===== src/rtl/sram_axi_bridge_pkg.sv =====
// Shared definitions for the sram-like to AXI3 bridge: FSM states, size codes, AXI tie-offs.
// Also hosts the kseg address map used when SRAM_AXI_BRIDGE_KSEG_MAP_EN is defined.
package sram_axi_bridge_pkg;

    typedef enum logic [2:0] {
        IDLE,
        RD_ADDR,
        RD_DATA,
        WR_REQ,
        WR_RESP,
        DONE
    } bridge_state_e;

    localparam logic [1:0] SZ_BYTE = 2'd0;
    localparam logic [1:0] SZ_HALF = 2'd1;
    localparam logic [1:0] SZ_WORD = 2'd2;

    localparam logic [3:0] AXI_LEN_SINGLE = 4'd0;
    localparam logic [1:0] AXI_BURST_INCR = 2'b01;
    localparam logic [1:0] AXI_LOCK_NONE  = 2'b00;
    localparam logic [3:0] AXI_CACHE_NONE = 4'd0;
    localparam logic [2:0] AXI_PROT_NONE  = 3'd0;

    // kseg0/kseg1 (0x8000_0000-0xBFFF_FFFF) alias the low 512 MB of physical space.
    function automatic logic [31:0] kseg_map(input logic [31:0] addr);
        return (addr[31:30] == 2'b10) ? {3'b000, addr[28:0]} : addr;
    endfunction

endpackage


===== src/rtl/sram_axi_strb_gen.sv =====
// Byte-lane write strobe generator from access size and low address bits.
module sram_axi_strb_gen
    import sram_axi_bridge_pkg::*;
(
    input  logic [1:0] size_i,
    input  logic [1:0] addr_lo_i,
    output logic [3:0] wstrb_o
);

    // Size 3 is illegal on the core side and is treated as a full word.
    always_comb begin
        wstrb_o = 4'b1111;
        case (size_i)
            SZ_BYTE: wstrb_o = 4'b0001 << addr_lo_i;
            SZ_HALF: wstrb_o = 4'b0011 << {addr_lo_i[1], 1'b0};
            default: wstrb_o = 4'b1111;
        endcase
    end

endmodule


===== src/rtl/sram_axi_bridge.sv =====
// Arbitrates the core's inst/data sram-like ports onto one AXI3 master, one transaction at a time.
// Optional build macro SRAM_AXI_BRIDGE_KSEG_MAP_EN strips addr[31:29] for kseg0/kseg1 addresses.
module sram_axi_bridge
    import sram_axi_bridge_pkg::*;
#(
    parameter int   ID_W     = 4,
    parameter logic DATA_PRI = 1'b1
) (
    input  logic            clk,
    input  logic            rst,

    input  logic            inst_req,
    input  logic            inst_wr,
    input  logic [1:0]      inst_size,
    input  logic [31:0]     inst_addr,
    input  logic [31:0]     inst_wdata,
    output logic [31:0]     inst_rdata,
    output logic            inst_addr_ok,
    output logic            inst_data_ok,

    input  logic            data_req,
    input  logic            data_wr,
    input  logic [1:0]      data_size,
    input  logic [31:0]     data_addr,
    input  logic [31:0]     data_wdata,
    output logic [31:0]     data_rdata,
    output logic            data_addr_ok,
    output logic            data_data_ok,

    output logic [ID_W-1:0] arid,
    output logic [31:0]     araddr,
    output logic [3:0]      arlen,
    output logic [2:0]      arsize,
    output logic [1:0]      arburst,
    output logic [1:0]      arlock,
    output logic [3:0]      arcache,
    output logic [2:0]      arprot,
    output logic            arvalid,
    input  logic            arready,

    input  logic [ID_W-1:0] rid,
    input  logic [31:0]     rdata,
    input  logic [1:0]      rresp,
    input  logic            rlast,
    input  logic            rvalid,
    output logic            rready,

    output logic [ID_W-1:0] awid,
    output logic [31:0]     awaddr,
    output logic [3:0]      awlen,
    output logic [2:0]      awsize,
    output logic [1:0]      awburst,
    output logic [1:0]      awlock,
    output logic [3:0]      awcache,
    output logic [2:0]      awprot,
    output logic            awvalid,
    input  logic            awready,

    output logic [ID_W-1:0] wid,
    output logic [31:0]     wdata,
    output logic [3:0]      wstrb,
    output logic            wlast,
    output logic            wvalid,
    input  logic            wready,

    input  logic [ID_W-1:0] bid,
    input  logic [1:0]      bresp,
    input  logic            bvalid,
    output logic            bready
);

    bridge_state_e state_q, state_d;
    logic          owner_q, owner_d;
    logic          wr_q, wr_d;
    logic [1:0]    size_q, size_d;
    logic [31:0]   addr_q, addr_d;
    logic [31:0]   wdata_q, wdata_d;
    logic          aw_done_q, aw_done_d;
    logic          w_done_q, w_done_d;
    logic [31:0]   inst_rdata_q, inst_rdata_d;
    logic [31:0]   data_rdata_q, data_rdata_d;

    logic          sel_data;
    logic          aw_fire;
    logic          w_fire;
    logic [31:0]   axi_addr;

    // Responses carry no information this single-outstanding bridge acts on.
    logic          unused_resp;
    assign unused_resp = ^{rid, rresp, rlast, bid, bresp};

    assign sel_data = data_req && (!inst_req || DATA_PRI);
    assign aw_fire  = awvalid && awready;
    assign w_fire   = wvalid && wready;

`ifdef SRAM_AXI_BRIDGE_KSEG_MAP_EN
    assign axi_addr = kseg_map(addr_q);
`else
    assign axi_addr = addr_q;
`endif

    always_comb begin
        state_d      = state_q;
        owner_d      = owner_q;
        wr_d         = wr_q;
        size_d       = size_q;
        addr_d       = addr_q;
        wdata_d      = wdata_q;
        aw_done_d    = aw_done_q;
        w_done_d     = w_done_q;
        inst_rdata_d = inst_rdata_q;
        data_rdata_d = data_rdata_q;
        inst_addr_ok = 1'b0;
        data_addr_ok = 1'b0;
        inst_data_ok = 1'b0;
        data_data_ok = 1'b0;
        arvalid      = 1'b0;
        rready       = 1'b0;
        awvalid      = 1'b0;
        wvalid       = 1'b0;
        bready       = 1'b0;

        case (state_q)
            // addr_ok is combinational so the core sees acceptance in its request cycle.
            IDLE: begin
                if ((inst_req || data_req) && !rst) begin
                    owner_d      = sel_data;
                    wr_d         = sel_data ? data_wr    : inst_wr;
                    size_d       = sel_data ? data_size  : inst_size;
                    addr_d       = sel_data ? data_addr  : inst_addr;
                    wdata_d      = sel_data ? data_wdata : inst_wdata;
                    aw_done_d    = 1'b0;
                    w_done_d     = 1'b0;
                    data_addr_ok = sel_data;
                    inst_addr_ok = !sel_data;
                    state_d      = (sel_data ? data_wr : inst_wr) ? WR_REQ : RD_ADDR;
                end
            end
            RD_ADDR: begin
                arvalid = 1'b1;
                if (arready) state_d = RD_DATA;
            end
            RD_DATA: begin
                rready = 1'b1;
                if (rvalid) begin
                    if (owner_q) data_rdata_d = rdata;
                    else         inst_rdata_d = rdata;
                    state_d = DONE;
                end
            end
            // AW and W complete independently; move on once both have handshaken.
            WR_REQ: begin
                awvalid   = !aw_done_q;
                wvalid    = !w_done_q;
                aw_done_d = aw_done_q || aw_fire;
                w_done_d  = w_done_q || w_fire;
                if ((aw_done_q || aw_fire) && (w_done_q || w_fire)) state_d = WR_RESP;
            end
            WR_RESP: begin
                bready = 1'b1;
                if (bvalid) state_d = DONE;
            end
            DONE: begin
                data_data_ok = owner_q;
                inst_data_ok = !owner_q;
                state_d      = IDLE;
            end
            default: state_d = IDLE;
        endcase
    end

    always_ff @(posedge clk or posedge rst) begin
        if (rst) begin
            state_q      <= IDLE;
            owner_q      <= 1'b0;
            wr_q         <= 1'b0;
            size_q       <= 2'd0;
            addr_q       <= 32'd0;
            wdata_q      <= 32'd0;
            aw_done_q    <= 1'b0;
            w_done_q     <= 1'b0;
            inst_rdata_q <= 32'd0;
            data_rdata_q <= 32'd0;
        end else begin
            state_q      <= state_d;
            owner_q      <= owner_d;
            wr_q         <= wr_d;
            size_q       <= size_d;
            addr_q       <= addr_d;
            wdata_q      <= wdata_d;
            aw_done_q    <= aw_done_d;
            w_done_q     <= w_done_d;
            inst_rdata_q <= inst_rdata_d;
            data_rdata_q <= data_rdata_d;
        end
    end

    sram_axi_strb_gen u_strb_gen (
        .size_i    (size_q),
        .addr_lo_i (addr_q[1:0]),
        .wstrb_o   (wstrb)
    );

    assign inst_rdata = inst_rdata_q;
    assign data_rdata = data_rdata_q;

    assign arid    = '0;
    assign araddr  = axi_addr;
    assign arsize  = {1'b0, size_q};
    assign arlen   = AXI_LEN_SINGLE;
    assign arburst = AXI_BURST_INCR;
    assign arlock  = AXI_LOCK_NONE;
    assign arcache = AXI_CACHE_NONE;
    assign arprot  = AXI_PROT_NONE;

    assign awid    = '0;
    assign awaddr  = axi_addr;
    assign awsize  = {1'b0, size_q};
    assign awlen   = AXI_LEN_SINGLE;
    assign awburst = AXI_BURST_INCR;
    assign awlock  = AXI_LOCK_NONE;
    assign awcache = AXI_CACHE_NONE;
    assign awprot  = AXI_PROT_NONE;

    assign wid   = '0;
    assign wdata = wdata_q;
    assign wlast = wvalid;

endmodule


===== config.mk =====
export PLATFORM = sky130hd
export DESIGN_NAME = sram_axi_bridge
export DESIGN_NICKNAME = d
export VERILOG_FILES = /design/src/rtl/sram_axi_bridge_pkg.sv /design/src/rtl/sram_axi_strb_gen.sv /design/src/rtl/sram_axi_bridge.sv
export SDC_FILE = /design/constraint.sdc
export NUM_CORES = 1
export LEC_CHECK = 0
export ABC_AREA = 1
export CORE_AREA = 2 2 158 160
export CTS_BUF_LIST = sky130_fd_sc_hd__clkbuf_4
export DETAILED_ROUTE_END_ITERATION = 8
export DIE_AREA = 0 0 160 162
export PLACE_DENSITY = 0.71
export SLEW_MARGIN = 30
export SYNTH_ARGS = -nofsm -noshare
export SYNTH_HDL_FRONTEND = slang
export SYNTH_SLANG_ARGS = --single-unit

===== constraint.sdc =====
create_clock -name clk -period 4.9 [get_ports clk]
set_input_delay 0.49 -clock clk [delete_from_list [all_inputs] [get_ports clk]]
set_output_delay 0.49 -clock clk [all_outputs]
set_load 0.005 [all_outputs]

==> results by group, run 1 <==
Critical path
  – Cell family with most CP delay: buffers and inverters
  – Reg2reg start: state_q[0]
  – Critical-path top delay cell: clkdlybuf4s50_1
  – R2R Setup Slk: 2.19 ns
  – Crit-path max FO: 69
  – CP endpoint kind: primary output
  – Critical Path AT: 2.82 ns
  – Crit-path cells: clkdlybuf4s50_1 > nor2_1 > nor2_1 > nand2_4 > nor2_4 > clkdlybuf4s50_1
  – Crit-path max cell delay: 0.65 ns
  – R2R depth: 8
  – Worst path required time: 4.41 ns
  – FF-to-FF End: wdata[24]
  – Crit path buffers/inverters: 2
  – Startpoint Class: input port
  – Crit Path Class: input port to primary output

Clock network
  – Clk_lat worst skew: 0.52 ns
  – TritonCTS Buffers: 17
  – H-tree Lvls: 4
  – Clk slew on worst S/H paths: 0.15 ns
  – CTS max path bufs: 2
  – TritonCTS clock tree: built
  – Post_cts resized: 0
  – Clock Tree Root: clkbuf_4
  – Post-CTS Setup Inserts: 0
  – CTS Hold Buffers Added: 0
  – TritonCTS Sinks: 136

Global route
  – Antenna violations before repair: 4
  – Gr ovfl total: 0
  – First-pass GRT wire length: 32.9 mm
  – Largest net degree at the start of global routing: 72
  – Vias in the first global route: 5746
  – Global router's overall resource usage: 16.3%

Yosys
  – Total of warnings raised by yosys: 0
  – Post-synth top area cell: dfrtp_1
  – Synthesized flop and latch total: 136
  – Top FF cell, synth: dfrtp_1
  – Asr flop ratio synth: 100%
  – Sequential-to-total area share from yosys stat: 53.7%
  – Top-count cell post-synth: nand2_1
  – Synth area leaders: dfrtp_1 (54%), nand2_1 (17%), buf_4 (9.7%), nand3_1 (5.5%), o21ai_0 (5.1%)
  – Synth top cells by count: nand2_1 (282), dfrtp_1 (136), buf_4 (82)
  – Syn avg cell area: 8.44 um2
  – EDFF count, synth: 0
  – Yosys cell types: 20
  – Synthesized area: 6330 um2
  – Synth top area share: 53.7%
  – Synth Instances: 750

Place
  – Routability cong.: 0.752
  – PortBufs: 352
  – Dpl hpwl: 15.8 mm
  – Instance area at placement: 9660 um2

Route
  – Met3 WL: 1.99 mm
  – Highest metal used: met5
  – Drt first pass iters: 4
  – WL/cell: 15.5 um
  – DRC: 0
  – Met1 WL: 8.96 mm
  – Via Count: 5846
  – Metal2 WL: 10.5 mm
  – Via density: 4.19
  – Wirelength, routed: 21.7 mm
  – ANT nets after route: 0
  – Initial DRC count: 285

Final layout
  – # nets final: 1243
  – Design area: 9970 um2
  – Area growth from synthesis to layout: 57.4%
  – # fillers: 2475
  – Fraction of layout cells with a size suffix above 1: 4.40%

Floorplan
  – Die Y: 162 um
  – Die W: 160 um
  – Die area: 25900 um2
  – Initial Utilization: 26.3%
  – Core area: 24100 um2
  – Row Count: 57
  – Io pins: 410

Timing
  – Max_slew headroom: 40.9%
  – Hold Fails Final Rpt: 0
  – Worst-margin pin slew: 0.886 ns
  – Period minus WS final: 3.31 ns
  – Unrepaired setup endpoints after global routing: no
  – Max-slew violations: 0
  – Peak Freq: 302 MHz
  – Setup violators final: 0
  – Tcrit/Tclk final: 67.7%
  – Clock Skew: 0.0182 ns
  – Total negative setup slack: 0 ns

Min path
  – Worst min-delay path category: input port to asynchronous set/reset pin

Power and ir drop
  – Power Density: 531 nW/um2
  – Pleak: 4.57 nW
  – VDD IR max: 0.000270 V

Flow run
  – Max-Cap Viols: 0

Outcome
  – Outcome: finished, final reports clean
## how the worst max path moves through the flow
stage	slack (ns)	cells past startpoint	startpoint	endpoint
after global placement	1.58	8	data_req	wdata[24]
final	1.59	6	data_req	data_addr_ok
after detailed placement	1.54	8	data_req	wdata[24]
after global routing	1.43	6	state_q[0]	data_addr_ok
after CTS	1.56	6	state_q[0]	data_addr_ok
after floorplan	0.55	8	rst	state_q[1]
## worst reg2reg max path: stages (launching register included)
cell and delay, ns:
dfrtp_1 0.52, inv_2 0.14, nand2_1 0.09, nor2_4 0.13, nand2_4 0.45, nor2_4 0.36
buf_4 0.62, nand2_1 0.19, nand3_1 0.14
## registers in the layout, indices dropped and copies added (netlist names)
| signal | flops |
|---|---|
| araddr | 32 |
| data_rdata | 32 |
| inst_rdata | 32 |
| wdata | 32 |
| state_q | 3 |
| size_q | 2 |
| aw_done_q | 1 |
| owner_q | 1 |
| w_done_q | 1 |
## area by class of cell
type / instances / area, um2 / share of cell area, %
clock inverter: 14 / 161 / 1.62
sequential: 136 / 3400 / 34.1
clock buffer: 18 / 135 / 1.36
inverter: 52 / 200 / 2.01
timing repair buffer: 357 / 3560 / 35.8
multi-input combinational: 491 / 2090 / 21.0
tap: 324 / 405 / 4.07
antenna: 2 / 5.00 / 0.0502
## power breakdown
| part | total, mW | internal (mW) | switching, mW |
|---|---|---|---|
| Sequential | 2.00 | 1.64 | 0.356 |
| Combinational | 2.49 | 1.53 | 0.954 |
| Clock | 0.811 | 0.322 | 0.489 |
| Total | 5.30 | 3.50 | 1.80 |
## metrics by stage
step                      total power [mW]  setup WS [ns]  hold slack [ns]  std cells  util, %
after CTS                             5.39           1.56            0.406       1392     41.3
final                                 5.30           1.59            0.440       1394     41.3
after floorplan                       3.00          0.554            0.476        792        -
after global routing                  5.70           1.43            0.424       1392     41.3
after global placement                4.49           1.58            0.465       1360     40.1
after detailed placement              4.54           1.54            0.472       1360     40.1
## layout by cell type, fill, tap and decap left out, drive strengths merged, types with 14 or more instances in the layout
master         instances
inv                   58
clkbuf                18
nor2                  14
nand3                 71
dfrtp                136
o21ai                 69
nand2                283
conb                  44
clkdlybuf4s50        352
## cell families (layout without fill, tap and decap cells)
logic type	count (synthesis)	in the layout	synth area share (%)
flops	136	136	53.7
buf+inv	165	441	15.7
simple gates	373	373	24.5
other cells	2	46	0.119
compound gates	74	74	5.97
## per-layer routing
| layer | GRT usage, % | vias to the layer above |
|---|---|---|
| met5 | 0 | - |
| met4 | 3.52 | 4 |
| met3 | 6.97 | 18 |
| met2 | 27.8 | 248 |
| met1 | 19.1 | 2743 |
| li1 | - | 2833 |
No activity file was read; power rests on OpenSTA's default activity.
==> run 2: changes to the inputs <==
==> constraint.sdc (replaced) <==
create_clock -name clk -period 3.1 [get_ports clk]
set_input_delay 0.31 -clock clk [delete_from_list [all_inputs] [get_ports clk]]
set_output_delay 0.31 -clock clk [all_outputs]
set_load 0.005 [all_outputs]
==> run 2 against run 1 <==
Against the previous run:
- cell area is 0.24% higher
- utilization grew 0.099 points
- combinational power rose by 59%
- critical endpoint unchanged
- final cell count is 0.14% higher
- sequential share of layout area fell by 0.081 points
- die area unchanged
- global-route usage increased by 0.18 points
- flip-flop and latch count stayed put
- wire length rose by 0.41%
- largest cell class unchanged
==> results by group, run 2 (same netlist as run 1, synthesis figures left out) <==
Outcome
  – Outcome: finished, final reports clean

Place
  – Dpl hpwl: 16.1 mm
  – Routability cong.: 0.762
  – Dpl cells: 1363
  – PortBufs: 352

Critical path
  – CP endpoint kind: primary output
  – Crit-path max FO: 13
  – Setup crit start: state_q[0]
  – Startpoint Class: flop
  – R2R depth: 7
  – Reg2reg start: state_q[2]
  – Critical Path AT: 2.26 ns
  – Crit Path Class: flop to primary output
  – R2R Setup Slk: 0.90 ns
  – Worst path required time: 2.79 ns

Clock network
  – H-tree Lvls: 4
  – CTS Hold Buffers Added: 0
  – CTS max path bufs: 2
  – TritonCTS Buffers: 17
  – Post_cts resized: 0
  – TritonCTS clock tree: built
  – Post-CTS Setup Inserts: 0
  – Clk_lat worst skew: 0.53 ns
  – Clk slew on worst S/H paths: 0.16 ns
  – Clock Tree Root: clkbuf_4
  – TritonCTS Sinks: 136

Final layout
  – Cell Count, Final, Fillers Out: 1396
  – Area growth from synthesis to layout: 57.8%
  – Final Util: 41.4%
  – Commonest cells after routing, fill and taps aside: clkdlybuf4s50_1 (352), nand2_1 (282), dfrtp_1 (136)
  – Fraction of layout cells with a size suffix above 1: 4.67%
  – # nets final: 1246
  – Commonest non-fill, non-tap cell in the layout: clkdlybuf4s50_1

Route
  – DRC: 0
  – Drt first pass iters: 4
  – Wirelength, routed: 21.7 mm
  – Via density: 4.18
  – WL/cell: 15.6 um
  – Initial DRC count: 355
  – ANT nets after route: 0
  – Via Count: 5842

Timing
  – Tcrit/Tclk final: 83.0%
  – Total negative setup slack: 0 ns
  – Max_slew headroom: 49.1%
  – Setup violators final: 0
  – Period minus WS final: 2.57 ns
  – Max-slew violations: 0
  – Peak Freq: 389 MHz
  – Hold WS: 0.317 ns
  – Hold Fails Final Rpt: 0
  – Clock Skew: 0.0334 ns
  – Unrepaired setup endpoints after global routing: no
  – Worst-margin pin slew: 0.763 ns

Power and ir drop
  – PnR Total Power: 8.30 mW
  – VDD IR max: 0.000399 V
  – Power Density: 831 nW/um2
  – Pleak: 4.57 nW

Global route
  – Largest net degree at the start of global routing: 137
  – Antenna violations before repair: 3
  – Gr ovfl total: 0
  – Global router's overall resource usage: 16.5%
  – Vias in the first global route: 5875
  – First-pass GRT wire length: 33.2 mm

Min path
  – Worst min-delay path category: input port to flop
  – Worst hold start: data_addr[5]
  – Hold path cells: 3

Floorplan
  – Core area: 24100 um2
  – Die Y: 162 um
  – Row Count: 57
  – Io pins: 410
  – Die W: 160 um
  – Initial Utilization: 26.3%
  – Die area: 25900 um2

Flow run
  – Max-Cap Viols: 0
run 2: worst paths after layout:
check                                 endpoint
min in group asynchronous            wdata[16]
worst max-delay path              data_addr_ok
worst min-delay path                 araddr[5]
worst max register to register  data_rdata[22]
max in group asynchronous       data_rdata[25]
worst min register to register  data_rdata[25]
run 2: area by class of cell:
type	count	area (um2)
inverter	52	199
multi-input combinational	491	2090
clock inverter	15	140
sequential	136	3400
clock buffer	17	128
timing repair buffer	360	3620
fill	2481	14100
tap	324	405
antenna	1	2.50
run 2: layer usage:
layer	wire length [um]	global-route usage [%]
met4	213	3.52
met1	8800	19.9
met5	15	0
met3	2140	6.82
met2	10600	27.7
run 2: worst max-delay path: stages, from the launching register on:
cell             delay [ns]
dfrtp_1                0.53
inv_2                  0.14
nand2_1                0.09
nor2_4                 0.13
nand2_4                0.14
nor2_4                 0.19
clkdlybuf4s50_1        0.53
run 2: stage by stage:
| step | instance area [um2] | worst slack, ns |
|---|---|---|
| floorplan | 6490 | 0.208 |
| finish | 9990 | 0.528 |
| global placement | 9720 | 0.724 |
| detailed placement | 9720 | 0.754 |
| global route | 9990 | 0.313 |
| CTS | 9990 | 0.411 |
run 2: power by group:
group	internal (mW)	switching, mW
clock network	0.411	0.767
logic	2.44	1.52
registers	2.59	0.567
total	5.45	2.86
